==> src/rtl/mem_stage_if.sv <==
// Data-memory handshake bus between the memory stage (master) and data memory (slave).
interface mem_stage_if;
  logic        dm_req;
  logic        dm_we;
  logic [31:0] dm_addr;
  logic [3:0]  dm_be;
  logic [31:0] dm_wdata;
  logic [31:0] dm_rdata;
  logic        dm_ack;

  modport master (output dm_req, dm_we, dm_addr, dm_be, dm_wdata,
                  input  dm_rdata, dm_ack);
  modport slave  (input  dm_req, dm_we, dm_addr, dm_be, dm_wdata,
                  output dm_rdata, dm_ack);
endinterface

==> src/rtl/mem_stage.sv <==
// Memory-access pipeline stage: sized loads/stores over a handshaked port,
// redirect resolution, memory stall with timeout abort, and the MEM/WB register.
module mem_stage #(
  parameter int TIMEOUT_CYCLES = 16
) (
  input  logic        clock,
  input  logic        reset,
  input  logic [1:0]  EX_MEM_LS_bit,
  input  logic [1:0]  EX_MEM_Branch,
  input  logic        EX_MEM_MemtoReg,
  input  logic        EX_MEM_MemWrite,
  input  logic        EX_MEM_RegWrite,
  input  logic        EX_MEM_Jump,
  input  logic        EX_MEM_Ext_op,
  input  logic        EX_MEM_PctoReg,
  input  logic        EX_MEM_JR,
  input  logic [31:0] EX_MEM_branch_add_out,
  input  logic        EX_MEM_zero,
  input  logic [31:0] EX_MEM_pc_add_out,
  input  logic [25:0] EX_MEM_instr26,
  input  logic [31:0] EX_MEM_alu_out,
  input  logic [31:0] EX_MEM_regfile_out1,
  input  logic [31:0] EX_MEM_regfile_out2,
  input  logic [4:0]  EX_MEM_mux1_out,
  mem_stage_if.master bus,
  output logic        mem_stall,
  output logic        pc_redirect,
  output logic [31:0] pc_target,
  output logic        MEM_WB_RegWrite,
  output logic [31:0] MEM_WB_wb_data,
  output logic [4:0]  MEM_WB_mux1_out,
  output logic        misalign_err,
  output logic        bus_err
);
  // wait_cnt only needs to reach TIMEOUT_CYCLES-1
  localparam int CW = (TIMEOUT_CYCLES > 2) ? $clog2(TIMEOUT_CYCLES) : 1;

  typedef enum logic {IDLE, WAIT} state_t;
  state_t        state;
  logic [CW-1:0] wait_cnt;

  logic        access, is_byte, is_half, is_word, misaligned, abort, br_taken;
  logic [7:0]  ld_byte;
  logic [15:0] ld_half;
  logic [31:0] load_val, wb_next;

  assign access     = EX_MEM_MemtoReg | EX_MEM_MemWrite;
  assign is_byte    = (EX_MEM_LS_bit == 2'b10);
  assign is_half    = (EX_MEM_LS_bit == 2'b01);
  assign is_word    = !is_byte && !is_half;  // 11 behaves as word
  // Only real memory accesses can be misaligned; ALU results are unconstrained.
  assign misaligned = access & ((is_half & EX_MEM_alu_out[0]) | (is_word & |EX_MEM_alu_out[1:0]));
  // Abort fires in the last WAIT cycle unless the ack arrives in that same cycle.
  assign abort      = (state == WAIT) && !bus.dm_ack && (wait_cnt == CW'(TIMEOUT_CYCLES - 1));

  assign bus.dm_req  = access & ~misaligned & ~abort;
  assign bus.dm_we   = EX_MEM_MemWrite;
  assign bus.dm_addr = {EX_MEM_alu_out[31:2], 2'b00};
  assign mem_stall   = bus.dm_req & ~bus.dm_ack;

  // Byte enables and lane-replicated store data by access size.
  always_comb begin
    bus.dm_be    = 4'hF;
    bus.dm_wdata = EX_MEM_regfile_out2;
    if (is_byte) begin
      bus.dm_be    = 4'b0001 << EX_MEM_alu_out[1:0];
      bus.dm_wdata = {4{EX_MEM_regfile_out2[7:0]}};
    end else if (is_half) begin
      bus.dm_be    = 4'b0011 << {EX_MEM_alu_out[1], 1'b0};
      bus.dm_wdata = {2{EX_MEM_regfile_out2[15:0]}};
    end
  end

  // Select the addressed lane from read data and extend it.
  always_comb begin
    ld_byte  = bus.dm_rdata[{EX_MEM_alu_out[1:0], 3'b000} +: 8];
    ld_half  = EX_MEM_alu_out[1] ? bus.dm_rdata[31:16] : bus.dm_rdata[15:0];
    load_val = bus.dm_rdata;
    if (is_byte)
      load_val = {{24{EX_MEM_Ext_op & ld_byte[7]}}, ld_byte};
    else if (is_half)
      load_val = {{16{EX_MEM_Ext_op & ld_half[15]}}, ld_half};
    wb_next = EX_MEM_PctoReg ? EX_MEM_pc_add_out : (EX_MEM_MemtoReg ? load_val : EX_MEM_alu_out);
  end

  // Redirect resolution; a stalled access holds off any redirect until it completes.
  always_comb begin
    br_taken    = ((EX_MEM_Branch == 2'b01) && EX_MEM_zero) ||
                  ((EX_MEM_Branch == 2'b10) && !EX_MEM_zero);
    pc_redirect = 1'b0;
    pc_target   = '0;
    if (!mem_stall) begin
      if (EX_MEM_JR) begin
        pc_redirect = 1'b1;
        pc_target   = EX_MEM_regfile_out1;
      end else if (EX_MEM_Jump) begin
        pc_redirect = 1'b1;
        pc_target   = {EX_MEM_pc_add_out[31:28], EX_MEM_instr26, 2'b00};
      end else if (br_taken) begin
        pc_redirect = 1'b1;
        pc_target   = EX_MEM_branch_add_out;
      end
    end
  end

  // Outstanding-request tracker: counts un-acked cycles toward the timeout.
  always_ff @(posedge clock or posedge reset) begin
    if (reset) begin
      state    <= IDLE;
      wait_cnt <= '0;
    end else begin
      case (state)
        IDLE: if (bus.dm_req && !bus.dm_ack) begin
          state    <= WAIT;
          wait_cnt <= CW'(1);
        end
        WAIT: if (bus.dm_ack || abort) begin
          state    <= IDLE;
          wait_cnt <= '0;
        end else begin
          wait_cnt <= wait_cnt + 1'b1;
        end
        default: begin
          state    <= IDLE;
          wait_cnt <= '0;
        end
      endcase
    end
  end

  // MEM/WB register with bubble insertion on stall, plus sticky error flags.
  always_ff @(posedge clock or posedge reset) begin
    if (reset) begin
      MEM_WB_RegWrite <= 1'b0;
      MEM_WB_wb_data  <= '0;
      MEM_WB_mux1_out <= '0;
      misalign_err    <= 1'b0;
      bus_err         <= 1'b0;
    end else begin
      if (misaligned) misalign_err <= 1'b1;
      if (abort)      bus_err      <= 1'b1;
      if (mem_stall) begin
        MEM_WB_RegWrite <= 1'b0;
        MEM_WB_wb_data  <= '0;
        MEM_WB_mux1_out <= '0;
      end else begin
        MEM_WB_RegWrite <= EX_MEM_RegWrite & ~misaligned & ~abort;
        MEM_WB_wb_data  <= wb_next;
        MEM_WB_mux1_out <= EX_MEM_mux1_out;
      end
    end
  end
endmodule

==> src/flat_wrapper.sv <==
// flat-port wrapper written by rule: the top's interface ports become plain ports
module mem_stage_flat 
#(
  parameter int TIMEOUT_CYCLES = 16
)
  (clock, reset, EX_MEM_LS_bit, EX_MEM_Branch, EX_MEM_MemtoReg, EX_MEM_MemWrite, EX_MEM_RegWrite, EX_MEM_Jump, EX_MEM_Ext_op, EX_MEM_PctoReg, EX_MEM_JR, EX_MEM_branch_add_out, EX_MEM_zero, EX_MEM_pc_add_out, EX_MEM_instr26, EX_MEM_alu_out, EX_MEM_regfile_out1, EX_MEM_regfile_out2, EX_MEM_mux1_out, mem_stall, pc_redirect, pc_target, MEM_WB_RegWrite, MEM_WB_wb_data, MEM_WB_mux1_out, misalign_err, bus_err, bus_dm_req, bus_dm_we, bus_dm_addr, bus_dm_be, bus_dm_wdata, bus_dm_rdata, bus_dm_ack);
  mem_stage_if bus_i ();
  input  logic clock;
  input  logic reset;
  input  logic [1:0] EX_MEM_LS_bit;
  input  logic [1:0] EX_MEM_Branch;
  input  logic EX_MEM_MemtoReg;
  input  logic EX_MEM_MemWrite;
  input  logic EX_MEM_RegWrite;
  input  logic EX_MEM_Jump;
  input  logic EX_MEM_Ext_op;
  input  logic EX_MEM_PctoReg;
  input  logic EX_MEM_JR;
  input  logic [31:0] EX_MEM_branch_add_out;
  input  logic EX_MEM_zero;
  input  logic [31:0] EX_MEM_pc_add_out;
  input  logic [25:0] EX_MEM_instr26;
  input  logic [31:0] EX_MEM_alu_out;
  input  logic [31:0] EX_MEM_regfile_out1;
  input  logic [31:0] EX_MEM_regfile_out2;
  input  logic [4:0] EX_MEM_mux1_out;
  output logic mem_stall;
  output logic pc_redirect;
  output logic [31:0] pc_target;
  output logic MEM_WB_RegWrite;
  output logic [31:0] MEM_WB_wb_data;
  output logic [4:0] MEM_WB_mux1_out;
  output logic misalign_err;
  output logic bus_err;
  output wire logic [$bits(bus_i.dm_req)-1:0] bus_dm_req;
  output wire logic [$bits(bus_i.dm_we)-1:0] bus_dm_we;
  output wire logic [$bits(bus_i.dm_addr)-1:0] bus_dm_addr;
  output wire logic [$bits(bus_i.dm_be)-1:0] bus_dm_be;
  output wire logic [$bits(bus_i.dm_wdata)-1:0] bus_dm_wdata;
  input wire logic [$bits(bus_i.dm_rdata)-1:0] bus_dm_rdata;
  input wire logic [$bits(bus_i.dm_ack)-1:0] bus_dm_ack;
  assign bus_dm_req = bus_i.dm_req;
  assign bus_dm_we = bus_i.dm_we;
  assign bus_dm_addr = bus_i.dm_addr;
  assign bus_dm_be = bus_i.dm_be;
  assign bus_dm_wdata = bus_i.dm_wdata;
  assign bus_i.dm_rdata = bus_dm_rdata;
  assign bus_i.dm_ack = bus_dm_ack;
  mem_stage #(.TIMEOUT_CYCLES(TIMEOUT_CYCLES)) u_core (.clock(clock), .reset(reset), .EX_MEM_LS_bit(EX_MEM_LS_bit), .EX_MEM_Branch(EX_MEM_Branch), .EX_MEM_MemtoReg(EX_MEM_MemtoReg), .EX_MEM_MemWrite(EX_MEM_MemWrite), .EX_MEM_RegWrite(EX_MEM_RegWrite), .EX_MEM_Jump(EX_MEM_Jump), .EX_MEM_Ext_op(EX_MEM_Ext_op), .EX_MEM_PctoReg(EX_MEM_PctoReg), .EX_MEM_JR(EX_MEM_JR), .EX_MEM_branch_add_out(EX_MEM_branch_add_out), .EX_MEM_zero(EX_MEM_zero), .EX_MEM_pc_add_out(EX_MEM_pc_add_out), .EX_MEM_instr26(EX_MEM_instr26), .EX_MEM_alu_out(EX_MEM_alu_out), .EX_MEM_regfile_out1(EX_MEM_regfile_out1), .EX_MEM_regfile_out2(EX_MEM_regfile_out2), .EX_MEM_mux1_out(EX_MEM_mux1_out), .bus(bus_i), .mem_stall(mem_stall), .pc_redirect(pc_redirect), .pc_target(pc_target), .MEM_WB_RegWrite(MEM_WB_RegWrite), .MEM_WB_wb_data(MEM_WB_wb_data), .MEM_WB_mux1_out(MEM_WB_mux1_out), .misalign_err(misalign_err), .bus_err(bus_err));
endmodule
==> config.mk <==
export PLATFORM = sky130hd
export DESIGN_NAME = mem_stage_flat
export DESIGN_NICKNAME = d
export VERILOG_FILES = /design/src/rtl/mem_stage_if.sv /design/src/rtl/mem_stage.sv /design/src/flat_wrapper.sv
export SDC_FILE = /design/constraint.sdc
export NUM_CORES = 1
export LEC_CHECK = 0
export CAP_MARGIN = 20
export CORE_AREA = 4 4 145 147
export CTS_CLUSTER_DIAMETER = 80
export CTS_CLUSTER_SIZE = 30
export DETAILED_ROUTE_END_ITERATION = 7
export DIE_AREA = 0 0 149 151
export GPL_ROUTABILITY_DRIVEN = 1
export PLACE_DENSITY_LB_ADDON = 0.12
export SLEW_MARGIN = 20
export SYNTH_ARGS = -nofsm -noshare
export SYNTH_HDL_FRONTEND = slang
export SYNTH_SLANG_ARGS = --single-unit
==> constraint.sdc <==
create_clock -name clock -period 2.05 [get_ports clock]
set_input_delay 0.41 -clock clock [delete_from_list [all_inputs] [get_ports clock]]
set_output_delay 0.41 -clock clock [all_outputs]
set_load 0.02 [all_outputs]
==> results.md <==
Setup path:
- Among cell families on the critical path, the largest total delay comes from buffers and inverters.
- In this run the worst setup path begins at u_core.wait_cnt[0].
- The maximum net fanout on the critical path is 7.
- The startpoint-to-endpoint class of the critical path is reg -> out.
- The critical path goes through ha_2 > a41o_1 > or3_4 > clkinv_8 > buf_8 > buf_12 > nor3_2 > buf_4.
- The worst flop-to-flop path startpoint is u_core.wait_cnt[0].
- On the worst path, the slowest cell contributes a delay of 0.39 ns.
- The kind of capture point of the worst setup path is a primary output.
- The critical path contains buffers and inverters numbering 4 combined.
- The slowest stage cell on the critical path is dfrtp_1.
- The data required time of the worst path is 1.64 ns.
- Data on the critical path arrives at its endpoint at 2.07 ns.
- STA classifies the critical path startpoint as a flop.

Final layout:
- In the final layout, the share of cells above drive strength 1 is 0.2883.
- The combined area of the multi-input logic cells is 0.002987 mm^2.
- The area growth from synthesis to final layout is 129.3%.
- Across the whole layout, storage elements account for 0.001126 mm^2.
- The number of nets in the finished design is 1,173.
- The fill cell total of the finished layout is 1,919.

Place:
- The minimum setup slack after placement is -1.057 ns.
- The number of port buffers is 379.
- Detailed placement finished with a half-perimeter wire length of 19,710 um.
- The congestion estimate from routability-driven global placement came to 0.8304.

Route:
- The routed wire length is 25,010 um.
- The count of vias placed by the detailed router is 5,799.
- The initial detailed-routing violation count is 244.
- The number of search-and-repair iterations in the first detailed-routing pass is 4.
- The number of remaining DRC errors is 0.
- The mean number of vias per cell is 4.804.
- The wire length per cell after detailed routing is 20.72 um.
- The detail route stage leaves a number of antenna-violating nets equal to 0.

Clock tree:
- The cell sitting at the root of the clock tree is a clkbuf_16.
- The clock drives 45 sinks.
- The clock transition at the register clock pins on the worst setup and hold paths after CTS is 0.07 ns.
- The deepest clock path buffer count is 2.
- TritonCTS built the clock tree.
- The later pin in the worst-skew pair is clocked with a latency of 0.29 ns.
- CTS built an H-tree with a depth of 2.
- The number of clock buffers added by TritonCTS is 5.

Timing:
- The worst path setup slack after routing is -0.4261 ns.
- The final number of max-transition violations is 0.
- The time the worst path needs with I/O delays and setup is 2.476 ns.
- The final clock period utilization by the worst path is 1.208.
- The worst slack on hold paths is 0.4390 ns.
- The final number of hold-violating endpoints is 0.
- Based on the critical path, the design can be clocked at up to 403.9 MHz.
- Setup repair after global routing could not meet its margin everywhere.
- The final setup violation count is 52.
- Clock skew on the completed layout was measured at 0.007510 ns.

Global routing:
- met2 is the most crowded layer.
- The initial antenna violation count is 5.
- The global-route wire length before repair is 35,820 um.
- For met1 alone, demand over resource in global routing was 0.2309.
- The global-route track usage on met2 is 0.3899.
- The leftover overflow at the end of global routing is 0.
- For this run, the total global-route usage over all layers was measured as 0.2062.
- For this run, global-route usage on met3 was measured as 0.04249.
- The number of global-route vias before repair was 6,143.
- Entering global routing, the biggest net connects 32 pins.

Logic synthesis:
- The post-synthesis cell count is 534.
- The share of the Yosys chip area taken by registers is 0.2690.
- The share of flip-flops with an asynchronous set or reset after synthesis is 1.000.
- The dominant synthesized flop cell is dfrtp_1.
- Dividing the synthesized area by the synthesized cell count gives 7.840 um^2.
- The largest total area in the synthesized netlist belongs to dfrtp_1.
- Yosys mapped the design onto 48 distinct sky130hd cell types.
- In this run the cell area of the synthesized design comes to 0.004187 mm^2.
- After synthesis, the cell types taking the most area are dfrtp_1 (27%), buf_4 (7.7%), a221oi_1 (6.9%), nor2b_1 (4.9%), nor3_1 (4.4%).
- The synthesized design contains 45 register bits.
- Of the post-synthesis cell area, the dominant cell type holds 0.2690.
- The count of yosys warnings during synthesis is 0.
- In this run, synthesis inferred 0 flip-flops with an integrated enable.

Run status:
- The final reports fail on negative setup slack.
- The flow ran to the end, but the final reports show violations.

Worst hold path:
- The path class of the tightest hold or removal check is in -> async.

Pwr:
- The register share of total power is 0.227.
- The share of total power dissipated in the clock network is 0.214.
- The proportion of power drawn by combinational gates is 0.559.
- The areal power density over the cells is 468.5 mW/mm^2.
- Cell internal power was estimated by the tool at 2.916 mW.
- Of the total power, the share spent switching nets is 0.3517.
- The analysis attributes to cell leakage a power of 3.994 nW.
- The net switching power figure is 1.582 mW.
- The final total power is 4.497 mW.
- VDD sags by at most 0.3159 mV.

Floorplan:
- From bottom edge to top edge, the die measures 151 um.
- The total die area is 0.02250 mm^2.
- The number of I/O pins is 382.
- The floorplan die width is 149 um.
- For this configuration, the core starts out at a cell density of 0.2103.
- The floorplan has 52 rows.
- The total core area is 0.01991 mm^2.

Job:
- The tool flagged a number of max-cap violations equal to 0.
layout by cell type (no fill, tap or decap), drive strengths merged, types with 2 or more instances in the layout:
| master | n |
|---|---|
| a21oi | 27 |
| nand3 | 10 |
| dlymetal6s2s | 5 |
| clkdlybuf4s50 | 301 |
| o211a | 4 |
| mux2 | 5 |
| nor3 | 37 |
| a22o | 2 |
| inv | 16 |
| or4 | 15 |
| a41o | 9 |
| o21a | 2 |
| conb | 2 |
| dfrtp | 45 |
| buf | 149 |
| nor2b | 33 |
| and2 | 7 |
| ha | 3 |
| mux2i | 12 |
| a31oi | 2 |
| nand2 | 48 |
| clkinv | 2 |
| bufbuf | 3 |
| diode | 4 |
| a221oi | 34 |
| a22oi | 24 |
| clkbuf | 14 |
| a21o | 3 |
| nand3b | 3 |
| nor2 | 18 |
| o31ai | 4 |
| o21ai | 38 |
| or2 | 4 |
| dlygate4sd2 | 15 |
| nand2b | 6 |
| o221a | 3 |
| o22ai | 16 |
area by class of cell:
cell class | count | share of cell area
antenna | 4 | 0.001043
sequential | 45 | 0.1173
multi-input combinational | 381 | 0.3111
tap | 270 | 0.03519
clock buffer | 5 | 0.01303
inverter | 17 | 0.007951
timing repair buffer | 482 | 0.5095
clock inverter | 3 | 0.004823
routing by layer:
metal	share of wire	vias up
met1	0.37	2779
li1	-	2750
met4	0.019	2
met5	0.00052	-
met2	0.54	237
met3	0.068	31
synth_stat cells, types with 10 or more instances:
library cell	count
nand2_1	48
dfrtp_1	45
buf_4	43
nor3_1	37
a221oi_1	33
clkbuf_1	33
nor2b_1	33
a21oi_1	27
a22oi_1	24
o21ai_0	24
nor2_1	17
inv_1	16
o22ai_1	16
or4_1	15
o21ai_1	14
buf_2	12
mux2i_1	12
nand3_1	10
final timing paths:
kind,slack [ns],cells past startpoint,end
worst max-delay path,-0.43,8,pc_target[22]
worst min-delay path,0.44,2,u_core.MEM_WB_wb_data[1]
worst max register to register,-0.30,11,u_core.MEM_WB_wb_data[28]
max in group asynchronous,1.10,3,u_core.MEM_WB_wb_data[28]
min in group clock,0.47,1,u_core.misalign_err
worst min register to register,0.47,1,u_core.misalign_err
state kept, by name, indices dropped and copies added (netlist names):
signal                  cells
u_core.MEM_WB_RegWrite      1
u_core.MEM_WB_mux1_out      5
u_core.MEM_WB_wb_data      32
u_core.bus_err              1
u_core.misalign_err         1
u_core.state                1
u_core.wait_cnt             4
power by group through the flow:
stage          clock [mW]  sequential [mW]  combinational [mW]
2_1_floorplan           0             1.15               0.927
3_3_place_gp            0             1.04                2.28
3_5_place_dp            0             1.04                2.29
4_1_cts             0.986             1.02                2.46
5_1_grt              1.02             1.03                2.66
6_report            0.962             1.02                2.51
repair_timing:
item,4_1_cts,5_1_grt
hold buffers,0,0
pin swaps,22,15
buffers inserted,17,5
gates cloned,9,2
resized for setup,325,82
endpoints found under the setup margin,96,73
per-stage QoR:
stage	TNS (ns)	cell area [um^2]	instances	util
final	-17.58	9599	1207	0.4822
after global routing	-20.56	9599	1207	0.4822
after CTS	-19.83	9413	1200	0.4728
after detailed placement	-71.33	8732	1168	0.4386
after global placement	-71.14	8732	1168	0.4386
after floorplan	-1.096	4532	535	-
kinds of logic (layout without fill, tap and decap cells):
logic type | Yosys count | after routing | share of synthesized area
and+or+nand+nor | 185 | 185 | 0.2328
other | 1 | 6 | 0.0008957
muxes | 18 | 18 | 0.04752
adders and majority gates | 3 | 3 | 0.008967
AOI/OAI and AO/OA | 172 | 172 | 0.2926
DFF | 45 | 45 | 0.2690
xor gates and xnor gates | 1 | 1 | 0.002092
buffers and inverters | 109 | 507 | 0.1461
Power figures use the tool's default switching activity.
